### src/rtl/maze_pkg.sv
// maze_pkg: shared grid constants and direction, fail-code and state encodings for the maze stepper
package maze_pkg;
  localparam int GRID_DIM = 10;
  localparam logic [6:0] DIST_INF = 7'h7F;
  typedef enum logic [1:0] {DIR_N, DIR_E, DIR_S, DIR_W} dir_e;
  typedef enum logic [2:0] {FC_NONE, FC_NO_PATH, FC_BOUNDS, FC_STEP_LIMIT, FC_TIMEOUT} fail_e;
  typedef enum logic [2:0] {S_IDLE, S_CHECK, S_LAUNCH, S_WAIT, S_EVAL, S_ISSUE, S_DONE, S_FAIL} state_e;
endpackage

### src/rtl/maze_step_calc.sv
// maze_step_calc: one-cell move in 4-bit arithmetic; wrap below 0 lands at 15 and so reads as out of bounds
module maze_step_calc
  import maze_pkg::*;
(
  input  logic [3:0] x,
  input  logic [3:0] y,
  input  dir_e       dir,
  output logic [3:0] nx,
  output logic [3:0] ny,
  output logic       oob
);
  always_comb begin
    nx  = dir == DIR_E ? x + 4'd1 : dir == DIR_W ? x - 4'd1 : x;
    ny  = dir == DIR_S ? y + 4'd1 : dir == DIR_N ? y - 4'd1 : y;
    oob = nx >= 4'(GRID_DIM) || ny >= 4'(GRID_DIM);
  end
endmodule

### src/rtl/maze_path_stepper.sv
// maze_path_stepper: walks a cell toward the goal one BFS-advised move at a time.
// Define MAZE_STEPPER_TIMEOUT_EN to bound the wait for bfs_done by BFS_TIMEOUT cycles.
module maze_path_stepper
  import maze_pkg::*;
#(
  parameter int MAX_STEPS   = 99,
  parameter int BFS_TIMEOUT = 4095
) (
  input  logic       clk,
  input  logic       rst,
  input  logic       go,
  input  logic [3:0] start_x,
  input  logic [3:0] start_y,
  input  logic [3:0] goal_x,
  input  logic [3:0] goal_y,
  output logic [3:0] goal_x_o,
  output logic [3:0] goal_y_o,
  output logic [3:0] curr_x,
  output logic [3:0] curr_y,
  output logic       bfs_start,
  input  logic       bfs_done,
  input  logic [6:0] bfs_dist,
  input  logic [1:0] bfs_next_dir,
  input  logic       bfs_next_valid,
  output logic       step_valid,
  output logic [1:0] step_dir,
  input  logic       step_ready,
  output logic       busy,
  output logic       arrived,
  output logic [2:0] fail_code,
  output logic [6:0] step_count
);
  state_e     r_state, w_next;
  fail_e      r_fail, w_fail;
  dir_e       r_dir, w_dir;
  logic [3:0] r_cx, r_cy, r_gx, r_gy, w_nx, w_ny;
  logic [6:0] r_count;
  logic       r_arrived, r_seen_low;
  logic       w_oob, w_busy, w_accept, w_at_goal, w_timeout;

  // During ISSUE the latched move drives the adder so the target stays stable under back-pressure
  assign w_dir = r_state == S_ISSUE ? r_dir : dir_e'(bfs_next_dir);

  maze_step_calc u_calc (
    .x  (r_cx),
    .y  (r_cy),
    .dir(w_dir),
    .nx (w_nx),
    .ny (w_ny),
    .oob(w_oob)
  );

  assign w_busy    = !(r_state inside {S_IDLE, S_DONE, S_FAIL});
  assign w_at_goal = r_cx == r_gx && r_cy == r_gy;
  assign w_accept  = r_state == S_WAIT && bfs_done && r_seen_low;

`ifdef MAZE_STEPPER_TIMEOUT_EN
  localparam int TW = $clog2(BFS_TIMEOUT + 1);
  logic [TW-1:0] r_timer;
  always_ff @(posedge clk) r_timer <= (rst || r_state != S_WAIT) ? '0 : r_timer + 1'b1;
  assign w_timeout = r_state == S_WAIT && r_timer == TW'(BFS_TIMEOUT - 1);
`else
  assign w_timeout = 1'b0;
`endif

  always_ff @(posedge clk) r_state <= rst ? S_IDLE : w_next;

  always_comb begin
    w_next = r_state;
    w_fail = FC_NONE;
    case (r_state)
      S_IDLE, S_DONE, S_FAIL: w_next = go ? S_CHECK : r_state;
      S_CHECK:  w_next = w_at_goal ? S_DONE : S_LAUNCH;
      S_LAUNCH: w_next = S_WAIT;
      S_WAIT: begin
        w_fail = !w_accept && w_timeout ? FC_TIMEOUT : FC_NONE;
        w_next = w_accept ? S_EVAL : w_timeout ? S_FAIL : S_WAIT;
      end
      S_EVAL: begin
        w_fail = (bfs_dist == DIST_INF || !bfs_next_valid) ? FC_NO_PATH :
                 r_count == 7'(MAX_STEPS) ? FC_STEP_LIMIT :
                 w_oob ? FC_BOUNDS : FC_NONE;
        w_next = w_fail == FC_NONE ? S_ISSUE : S_FAIL;
      end
      S_ISSUE:  w_next = step_ready ? S_CHECK : S_ISSUE;
      default:  w_next = S_IDLE;
    endcase
  end

  always_ff @(posedge clk) begin
    if (rst) begin
      r_cx       <= '0;
      r_cy       <= '0;
      r_gx       <= '0;
      r_gy       <= '0;
      r_count    <= '0;
      r_dir      <= DIR_N;
      r_fail     <= FC_NONE;
      r_arrived  <= 1'b0;
      r_seen_low <= 1'b0;
    end else begin
      if (go && !w_busy) begin
        r_cx      <= start_x;
        r_cy      <= start_y;
        r_gx      <= goal_x;
        r_gy      <= goal_y;
        r_count   <= '0;
        r_arrived <= 1'b0;
        r_fail    <= FC_NONE;
      end
      if (r_state == S_CHECK && w_at_goal) r_arrived <= 1'b1;
      if (w_fail != FC_NONE) r_fail <= w_fail;
      if (r_state == S_EVAL) r_dir <= dir_e'(bfs_next_dir);
      // A done still high from the previous search must be seen low before it counts
      if (r_state == S_LAUNCH) r_seen_low <= !bfs_done;
      else if (r_state == S_WAIT && !bfs_done) r_seen_low <= 1'b1;
      if (r_state == S_ISSUE && step_ready) begin
        r_cx    <= w_nx;
        r_cy    <= w_ny;
        r_count <= r_count + 7'd1;
      end
    end
  end

  assign goal_x_o   = r_gx;
  assign goal_y_o   = r_gy;
  assign curr_x     = r_cx;
  assign curr_y     = r_cy;
  assign bfs_start  = r_state == S_LAUNCH;
  assign step_valid = r_state == S_ISSUE;
  assign step_dir   = r_dir;
  assign busy       = w_busy;
  assign arrived    = r_arrived;
  assign fail_code  = r_fail;
  assign step_count = r_count;
endmodule
### config.mk
export PLATFORM = sky130hd
export DESIGN_NAME = maze_path_stepper
export DESIGN_NICKNAME = d
export VERILOG_FILES = /design/src/rtl/maze_pkg.sv /design/src/rtl/maze_step_calc.sv /design/src/rtl/maze_path_stepper.sv
export SDC_FILE = /design/constraint.sdc
export NUM_CORES = 1
export LEC_CHECK = 0
export CORE_AREA = 2 2 67 69
export CTS_CLUSTER_DIAMETER = 120
export CTS_CLUSTER_SIZE = 12
export DETAILED_ROUTE_END_ITERATION = 7
export DIE_AREA = 0 0 69 71
export PLACE_DENSITY = 0.82
export RECOVER_POWER = 50
export SYNTH_ARGS = -nofsm -noshare
export SYNTH_HDL_FRONTEND = slang
export SYNTH_SLANG_ARGS = --single-unit
### constraint.sdc
create_clock -name clk -period 3.72 [get_ports clk]
set_clock_uncertainty 0.15 [all_clocks]
set_input_delay 0.93 -clock clk [delete_from_list [all_inputs] [get_ports clk]]
set_output_delay 0.93 -clock clk [all_outputs]
set_load 0.01 [all_outputs]
==> flow_summary.json <==
{
  "run_status": "complete, no violations",
  "synthCells": 269,
  "synth_top_flop_cell": "sky130_fd_sc_hd__dfxtp_1",
  "pwr_density_cell_nw_per_um2": 358.2,
  "areaGrowthSynthToFinish_pct": 37.19,
  "placed_cells_incl_taps": 372,
  "leakage_nw": 1.079,
  "worstPathArrival_ns": 1.90,
  "slew_viol_final": 0,
  "post-route-min-period_ns": 2.975,
  "tritoncts.num_buffers": 5,
  "final.fill_count": 376,
  "final_layout_size_suffix_gt1_share_pct": 5.793,
  "maximum_number_of_pins_on_one_net_before_global_route_repair": 27,
  "relative_slew_slack_pct": 33.53,
  "clock_tree_from_tritoncts": "built",
  "rsz_0062_raised_after_global_routing": "false",
  "cp_data_required_time_ns": 2.64,
  "finalHoldViolCount": 0,
  "grt_first_pass_wirelength_um": 9059,
  "initial_core_utilization_pct": 47.86,
  "ys_seq_elements": 32,
  "core_area_sq_um": 4204,
  "ctsHtreeMaxLevel": 2,
  "maxCapViolCount": 0,
  "synth-edff-count": 0,
  "synthesis.area_per_instance_sq_um": 7.479,
  "placement_rows": 24,
  "crit_path_start_kind": "register",
  "drt_iter0_markers": 153,
  "vdd_drop_max_v": 0.0002664,
  "synth_async_sr_flop_share_pct": 0,
  "antenna_cells": 0,
  "buffer_ports.inserted": 61,
  "fmax_mhz": 336.1,
  "cts_max_path_buffers": 2,
  "drt_pre_antenna_iters": 4,
  "via_per_inst": 5.705,
  "tns_ns": 0,
  "gp_congestion": 0.8708,
  "timing_worst_setup_path_type": "register to output pin",
  "first_global_vias": 2002,
  "postSynthNetCount": 306,
  "gr-total-overflow": 0,
  "detailedPlace.worstSlack_ns": 0.5743,
  "finalNetCount": 364,
  "clk_latency_ns": 0.29,
  "synthDominantCellAreaShare_pct": 31.84,
  "final_antenna_net_count": 0,
  "ctsRootBufferMaster": "sky130_fd_sc_hd__clkbuf_8",
  "yosys_warnings": 0,
  "route.vias.total": 2168,
  "critPathCaptureType": "output pin",
  "cp_max_fo": 11,
  "postCtsSetupBuffers": 0,
  "syn_area_sq_um": 2012,
  "route.detailed.wl_per_inst_um": 14.43,
  "synth_top_cells_by_area": "sky130_fd_sc_hd__dfxtp_1 32%, sky130_fd_sc_hd__nand2_1 7.3%, sky130_fd_sc_hd__a21oi_1 6.7%",
  "fp.dieArea_sq_um": 4899,
  "cts_num_sinks": 32,
  "wl_um": 5482,
  "antenna_found_initial": 0,
  "drc_errors": 0,
  "postCtsHoldBufs": 0,
  "number_of_ports_placed_on_the_die_boundary": 63,
  "post_detail_place_hpwl_um": 4013,
  "holdWs_ns": 0.3018,
  "cts_repair_resize_count": 0,
  "synth.yosys.seq_area_share_pct": 31.84,
  "min_period_over_period_pct": 79.98,
  "clkSlewWorstSetupHoldPaths_ns": 0.06,
  "post_layout_nonfiller_instances": 380,
  "post_synth_num_cell_types": 46,
  "setup_violations": 0,
  "min_path_type": "register to register",
  "die_width_um": 69,
  "r2r_setup_slack_ns": 1.14,
  "finished_layout_cell_area_sq_um": 2760,
  "yosys.area.top_type": "sky130_fd_sc_hd__dfxtp_1",
  "layout_setup_ws_ns": 0.7447,
  "die_height_um": 71,
  "slew_at_the_pin_closest_to_its_max_slew_limit_ns": 0.9938,
  "placedInstanceArea_sq_um": 2656,
  "track_usage_pct": 22.71
}
[path summary, 6_finish.rpt]
check                            endpoint  cells past startpoint               startpoint
setup / recovery               step_valid                      3  r_state[2]$_SDFFE_PP0P_
hold / removal       arrived$_SDFFE_PP0P_                      2     arrived$_SDFFE_PP0P_
setup reg to reg  r_state[1]$_SDFFE_PP0P_                      7  r_state[2]$_SDFFE_PP0P_
hold reg to reg      arrived$_SDFFE_PP0P_                      2     arrived$_SDFFE_PP0P_
[state kept, by name, summed over array words and instances, names as in the netlist]
name and flops:
goal_y_o 4, curr_x 4, arrived 1, r_seen_low 1, r_state 3, step_dir 2
step_count 7, fail_code 2, curr_y 4, goal_x_o 4
[metal layers]
metal / share of wire, % / GRT usage, % / vias up
met5: 0 / 0 / -
met3: 7.5 / 4.843 / 7
met2: 48 / 38.14 / 95
li1: - / - / 1060
met1: 43 / 28.33 / 1006
met4: 1.5 / 9.586 / 0
[final cells by class]
class	instances	area, sq um	area share [%]
repair buffers	67	651.9	23.62
flip-flops and latches	32	640.6	23.21
inverters	10	37.54	1.360
clock buffers	6	72.57	2.629
multi-input cells	211	1257	45.56
clock inverters	2	35.03	1.269
well taps	52	65.06	2.357
[synthesized netlist by cell type, types with 2 or more instances]
library cell,number
sky130_fd_sc_hd__o21ai_1,2
sky130_fd_sc_hd__a211oi_1,3
sky130_fd_sc_hd__nor3b_1,3
sky130_fd_sc_hd__a31oi_1,2
sky130_fd_sc_hd__inv_1,10
sky130_fd_sc_hd__dfxtp_1,32
sky130_fd_sc_hd__nand2_1,39
sky130_fd_sc_hd__nor3_1,6
sky130_fd_sc_hd__nor2_1,27
sky130_fd_sc_hd__clkbuf_1,8
sky130_fd_sc_hd__buf_4,3
sky130_fd_sc_hd__nand2b_1,4
sky130_fd_sc_hd__ha_1,6
sky130_fd_sc_hd__a311oi_1,2
sky130_fd_sc_hd__mux2i_1,6
sky130_fd_sc_hd__nor2b_1,3
sky130_fd_sc_hd__nor4_1,2
sky130_fd_sc_hd__o21ai_0,11
sky130_fd_sc_hd__a22oi_1,3
sky130_fd_sc_hd__nand3_1,18
sky130_fd_sc_hd__o21a_1,4
sky130_fd_sc_hd__xnor2_1,10
sky130_fd_sc_hd__buf_2,3
sky130_fd_sc_hd__a21oi_1,27
sky130_fd_sc_hd__nand4_1,5
sky130_fd_sc_hd__xor2_1,7
sky130_fd_sc_hd__a221oi_1,3
sky130_fd_sc_hd__and2_1,2
[metrics by stage]
stage / util (%) / total power (W)
floorplan: - / 0.0005577
global placement: 63.18 / 0.0006636
detailed placement: 63.18 / 0.0006692
CTS: 65.74 / 0.0009988
global route: 65.65 / 0.001035
finish: 65.65 / 0.0009888
[critical path: stages, from the launching register on]
cell and delay, ns:
sky130_fd_sc_hd__dfxtp_1 0.54, sky130_fd_sc_hd__nand3b_4 0.21, sky130_fd_sc_hd__inv_1 0.26, sky130_fd_sc_hd__clkdlybuf4s50_1 0.59
[cells by family (layout without fill, tap and decap cells)]
logic type | after synthesis | after routing | synth area share (%)
AOI/OAI and AO/OA | 64 | 64 | 19.84
xor gates and xnor gates | 17 | 17 | 7.400
adders and majority gates | 6 | 6 | 3.731
buffers and inverters | 26 | 85 | 5.659
DFF | 32 | 32 | 31.84
muxes | 8 | 8 | 4.229
other | 1 | 1 | 0.1864
and+or+nand+nor | 115 | 115 | 27.12
[cell usage in the layout, fill, tap and decap left out, types with 7 or more instances in the layout]
| master | instances |
|---|---|
| sky130_fd_sc_hd__clkdlybuf4s50_1 | 44 |
| sky130_fd_sc_hd__nand2_1 | 39 |
| sky130_fd_sc_hd__dfxtp_1 | 32 |
| sky130_fd_sc_hd__nor2_1 | 27 |
| sky130_fd_sc_hd__a21oi_1 | 27 |
| sky130_fd_sc_hd__nand3_1 | 18 |
| sky130_fd_sc_hd__dlygate4sd3_1 | 17 |
| sky130_fd_sc_hd__o21ai_0 | 11 |
| sky130_fd_sc_hd__inv_1 | 10 |
| sky130_fd_sc_hd__xnor2_1 | 10 |
| sky130_fd_sc_hd__xor2_1 | 7 |
[report_power, final]
part	internal [W]	switching (W)	total, W
combinational	0.000131	0.000128	0.000260
clock	0.000199	0.000133	0.000331
sequential	0.000363	0.0000347	0.000398
total	0.000693	0.000296	0.000989
Note: power is estimated with default switching activity, not from simulation.
==> edit 1: new RTL, same flow settings <==
The option `MAZE_STEPPER_TIMEOUT_EN` is turned on by a define.
--- a/src/rtl/maze_path_stepper.sv
+++ b/src/rtl/maze_path_stepper.sv
@@ -1,5 +1,7 @@
 // maze_path_stepper: walks a cell toward the goal one BFS-advised move at a time.
 // Define MAZE_STEPPER_TIMEOUT_EN to bound the wait for bfs_done by BFS_TIMEOUT cycles.
+`define MAZE_STEPPER_TIMEOUT_EN
+
 module maze_path_stepper
   import maze_pkg::*;
 #(
Behaviour: no difference found for any inputs over 10 cycles, from zero or initial values and one cycle with rst high; that may be too few to reach the edited logic, so the function may still have changed.
==> edit 1 against the original RTL <==
- the run now ends with capacitance limit, slew limit left
- synthesized area is 24% higher
- core utilization is 11 points higher
- power is 23% higher
- wire length is 17% higher
- count of clock-buffer cells in the layout stayed put
- worst setup slack worse by 0.065 ns
- clock power is 12% higher
- sequential cell count is 13 higher
- sequential power is 40% higher
- register-to-register slack better by 0.09 ns
- cell area is 17% higher
- final cell count is 10% higher
==> edit 1: results (changes against the original RTL) <==
grt_start_max_net_pins: 35  # +30%
syn_nets: 353  # +15%
r2r-start: "r_state[1]"
worstPathMaxFanout: 34  # +23
critPathSlowestCell: "clkbuf_1"
p_sw_w: 0.000360  # +22%
peakVddDrop_v: 0.000289  # +8.4%
synth_sequential_area_ratio_pct: 36.0  # +4.2 points
syn_to_final_growth_pct: 29.2
final_layout_size_suffix_gt1_share_pct: 5.45  # -0.34 points
clkCellAreaFrac_pct: 3.45  # -0.45 points
synthTopCellsByArea: "dfxtp_1 (36%), xor2_1 (7.4%), a21oi_1 (5.6%), nor2_1 (5.4%), nand2_1 (5.0%)"
via_per_inst: 5.85  # +2.6%
multi_input_area_um2: 1480  # +18%
maxCapViolations: 1  # +1
syn_area_um2: 2500  # +24%
gp_congestion: 0.863  # -0.90%
outcome: "complete, but fails checks"
cp.arrival_ns: 3.07  # +1.17 ns
final.min_clock_period_ns: 3.04  # +0.0653 ns
signal_buffers: 65  # -3.0%
fin_nets: 404  # +11%
synth_compound_area_share_pct: 15.8  # -4.1 points
largest_reg_flops: 12  # +5
grt_pass1_wl_mm: 10.6  # +18%
p_leak_nw: 1.25  # +16%
crit_start: "rst"
regArea_um2: 901  # +41%
wl_per_cell_um: 15.3  # +5.8%
nonClkBufAreaFrac_pct: 19.8  # -3.8 points
ys_types: 47  # +2.2%
r2r_slack_ns: 1.23  # +0.09 ns
placed_cell_area_um2: 3120  # +18%
multi_input_gates: 241  # +14%
cts.sink_count: 45  # +41%
synth_xor_area_share_pct: 8.75  # +1.4 points
first_global_vias: 2312  # +15%
drt-pass1-iter-count: 6  # +2
synth_common_cells: "dfxtp_1 (45), nor2_1 (36), nand2_1 (33)"
slew_violations: 35  # +35
relSlewSlack_pct: -1.94  # -35 points
fillers: 332  # -12%
inverters_excl_clock: 8  # -2
violations: "capacitance limit, slew limit"
[edit 1: worst register-to-register path, cell delays in order (launching register included)]
cell and delay (ns):
dfxtp_1 0.58, nand3b_4 0.30, mux2i_2 0.35, o21ai_1 0.22, and2_1 0.22, o21ai_2 0.22
a31o_1 0.22, a21oi_2 0.06
[edit 1: per-stage QoR]
| stage | setup WS (ns) | power [W] | cells |
|---|---|---|---|
| floorplan | 1.22 | 0.000733 | 315 |
| detailed placement | 0.526 | 0.000859 | 411 |
| global route | 0.515 | 0.00127 | 419 |
| global placement | 0.596 | 0.000851 | 411 |
| finish | 0.679 | 0.00122 | 419 |
| CTS | 0.715 | 0.00123 | 419 |
[edit 1: layer usage]
metal / track usage [%] / vias to the layer above / share of wire [%]
li1: - / 1200 / -
met1: 34.7 / 1161 / 43
met2: 45.0 / 85 / 50
met3: 4.27 / 7 / 6.0
met4: 9.80 / 0 / 1.2
met5: 0 / - / 0
[edit 1: cells by family after synthesis]
logic type      count (synthesis)
simple gates                  138
compound gates                 64
flops                          45
buf+inv                        29
xor+xnor                       25
mux                             7
fa+ha+maj                       7
[edit 1: how the worst max path moves through the flow]
stage,endpoint,slack [ns],depth (start not counted)
2_1_floorplan,fail_code[2],1.22,8
3_3_place_gp,fail_code[2],0.60,8
3_5_place_dp,fail_code[2],0.53,8
4_1_cts,step_valid,0.72,3
5_1_grt,r_timer[6],0.51,4
6_report,r_timer[6],0.68,4
[edit 1: power by group through the flow]
stage	sequential (W)	clock (W)	combinational [W]
after floorplan	0.000549	0	0.000184
after global placement	0.000567	0	0.000284
after detailed placement	0.000569	0	0.000290
after CTS	0.000558	0.000378	0.000291
after global routing	0.000564	0.000392	0.000319
final	0.000559	0.000370	0.000289
==> edit 2: new RTL, same settings <==
Made on the original files. Put one more register stage on the output `step_count`, cleared by the reset. The value now appears one clock later. The other outputs are not delayed to match.
--- a/src/rtl/maze_path_stepper.sv
+++ b/src/rtl/maze_path_stepper.sv
@@ -132,5 +132,11 @@
   assign busy       = w_busy;
   assign arrived    = r_arrived;
   assign fail_code  = r_fail;
-  assign step_count = r_count;
+  always_ff @(posedge clk) begin
+    if (rst) begin
+      step_count <= '0;
+    end else begin
+      step_count <= r_count;
+    end
+  end
 endmodule
Formal check against the unedited RTL: not equivalent (Yosys sat finds a counterexample within 10 cycles, from zero or initial values and one cycle with rst high).
==> edit 2 against the original RTL <==
- sequential share of layout area increased by 4.3 points
- synthesized area increased by 6.3%
- critical path type unchanged
- largest power group unchanged
- cell area increased by 3.0%
- sequential power increased by 26%
- power increased by 12%
- highest routed layer unchanged
- worst setup slack got worse by 0.0066 ns
- wire length about the same
- clock power decreased by 15%
- sequential cell count increased by 7
==> edit 2: results (changes against the original RTL) <==
outcome: "finished clean"
multi_input_area_um2: 1270  # +1.1%
grt_use_total_pct: 22.4  # -0.32 points
synthTopCellsByArea: "dfxtp_1 (36%), a21oi_1 (7.5%), nand2_1 (6.5%), xor2_1 (4.9%), nor2_1 (3.7%)"
fin_nets: 351  # -3.6%
hold_slack_ns: 0.312  # +0.0104 ns
final.min_clock_period_ns: 2.98  # +0.00663 ns
seqPwrFrac_pct: 45.3  # +5.1 points
synth_compound_area_share_pct: 19.4  # -0.42 points
route.met3.wl_um: 383  # -6.6%
nonClkBufAreaFrac_pct: 21.9  # -1.7 points
grt_pass1_wl_mm: 8.79  # -3.0%
rr_worst_depth: 8  # +1
signal_buffers: 63  # -6.0%
critPathSlowestCell: "dfxtp_1"
synth-adder-area-share_pct: 2.92  # -0.81 points
multi_input_gates: 201  # -4.7%
place_ws_ns: 0.610  # +0.0361 ns
synthMuxAreaShare_pct: 3.10  # -1.1 points
seq_cells: 39  # +22%
regArea_um2: 781  # +22%
r2r-start: "curr_y[0]"
relSlewSlack_pct: 41.9  # +8.4 points
p_leak_nw: 1.15  # +6.5%
grt_start_max_net_pins: 23  # -15%
ys_types: 53  # +15%
crit_start: "r_state[0]"
met2_usage_pct: 37.1  # -1.1 points
clkCellAreaFrac_pct: 2.99  # -0.91 points
## edit 2: cell types whose count changed after synthesis, sizes merged, moves of 5 or more
cell	delta
nand3	-8
dfxtp	+7
a21oi	+6
nor2	-6
nor2b	+6
xor2	+6
inv	-5
o21ai	-5
## edit 2: worst reg2reg max path, stage by stage, from the launching register on
cell,delay (ns)
dfxtp_1,0.53
inv_1,0.11
ha_1,0.38
xnor2_1,0.15
o32ai_1,0.33
a22oi_1,0.11
or2_1,0.23
a31oi_2,0.26
a311oi_2,0.13
## edit 2: stage by stage
step                      total power (W)  area (µm²)  cells  utilization [%]
after global placement           0.000830        2760    360             65.7
after detailed placement         0.000837        2760    360             65.7
after CTS                         0.00112        2850    368             67.7
final                             0.00111        2840    368             67.6
after floorplan                  0.000705        2140    259                -
after global routing              0.00117        2840    368             67.6
## edit 2: cells by family after synthesis
family          after synthesis
simple gates                106
compound gates               64
flops                        39
xor+xnor                     19
buf+inv                      19
mux                           6
fa+ha+maj                     5
other cells                   1
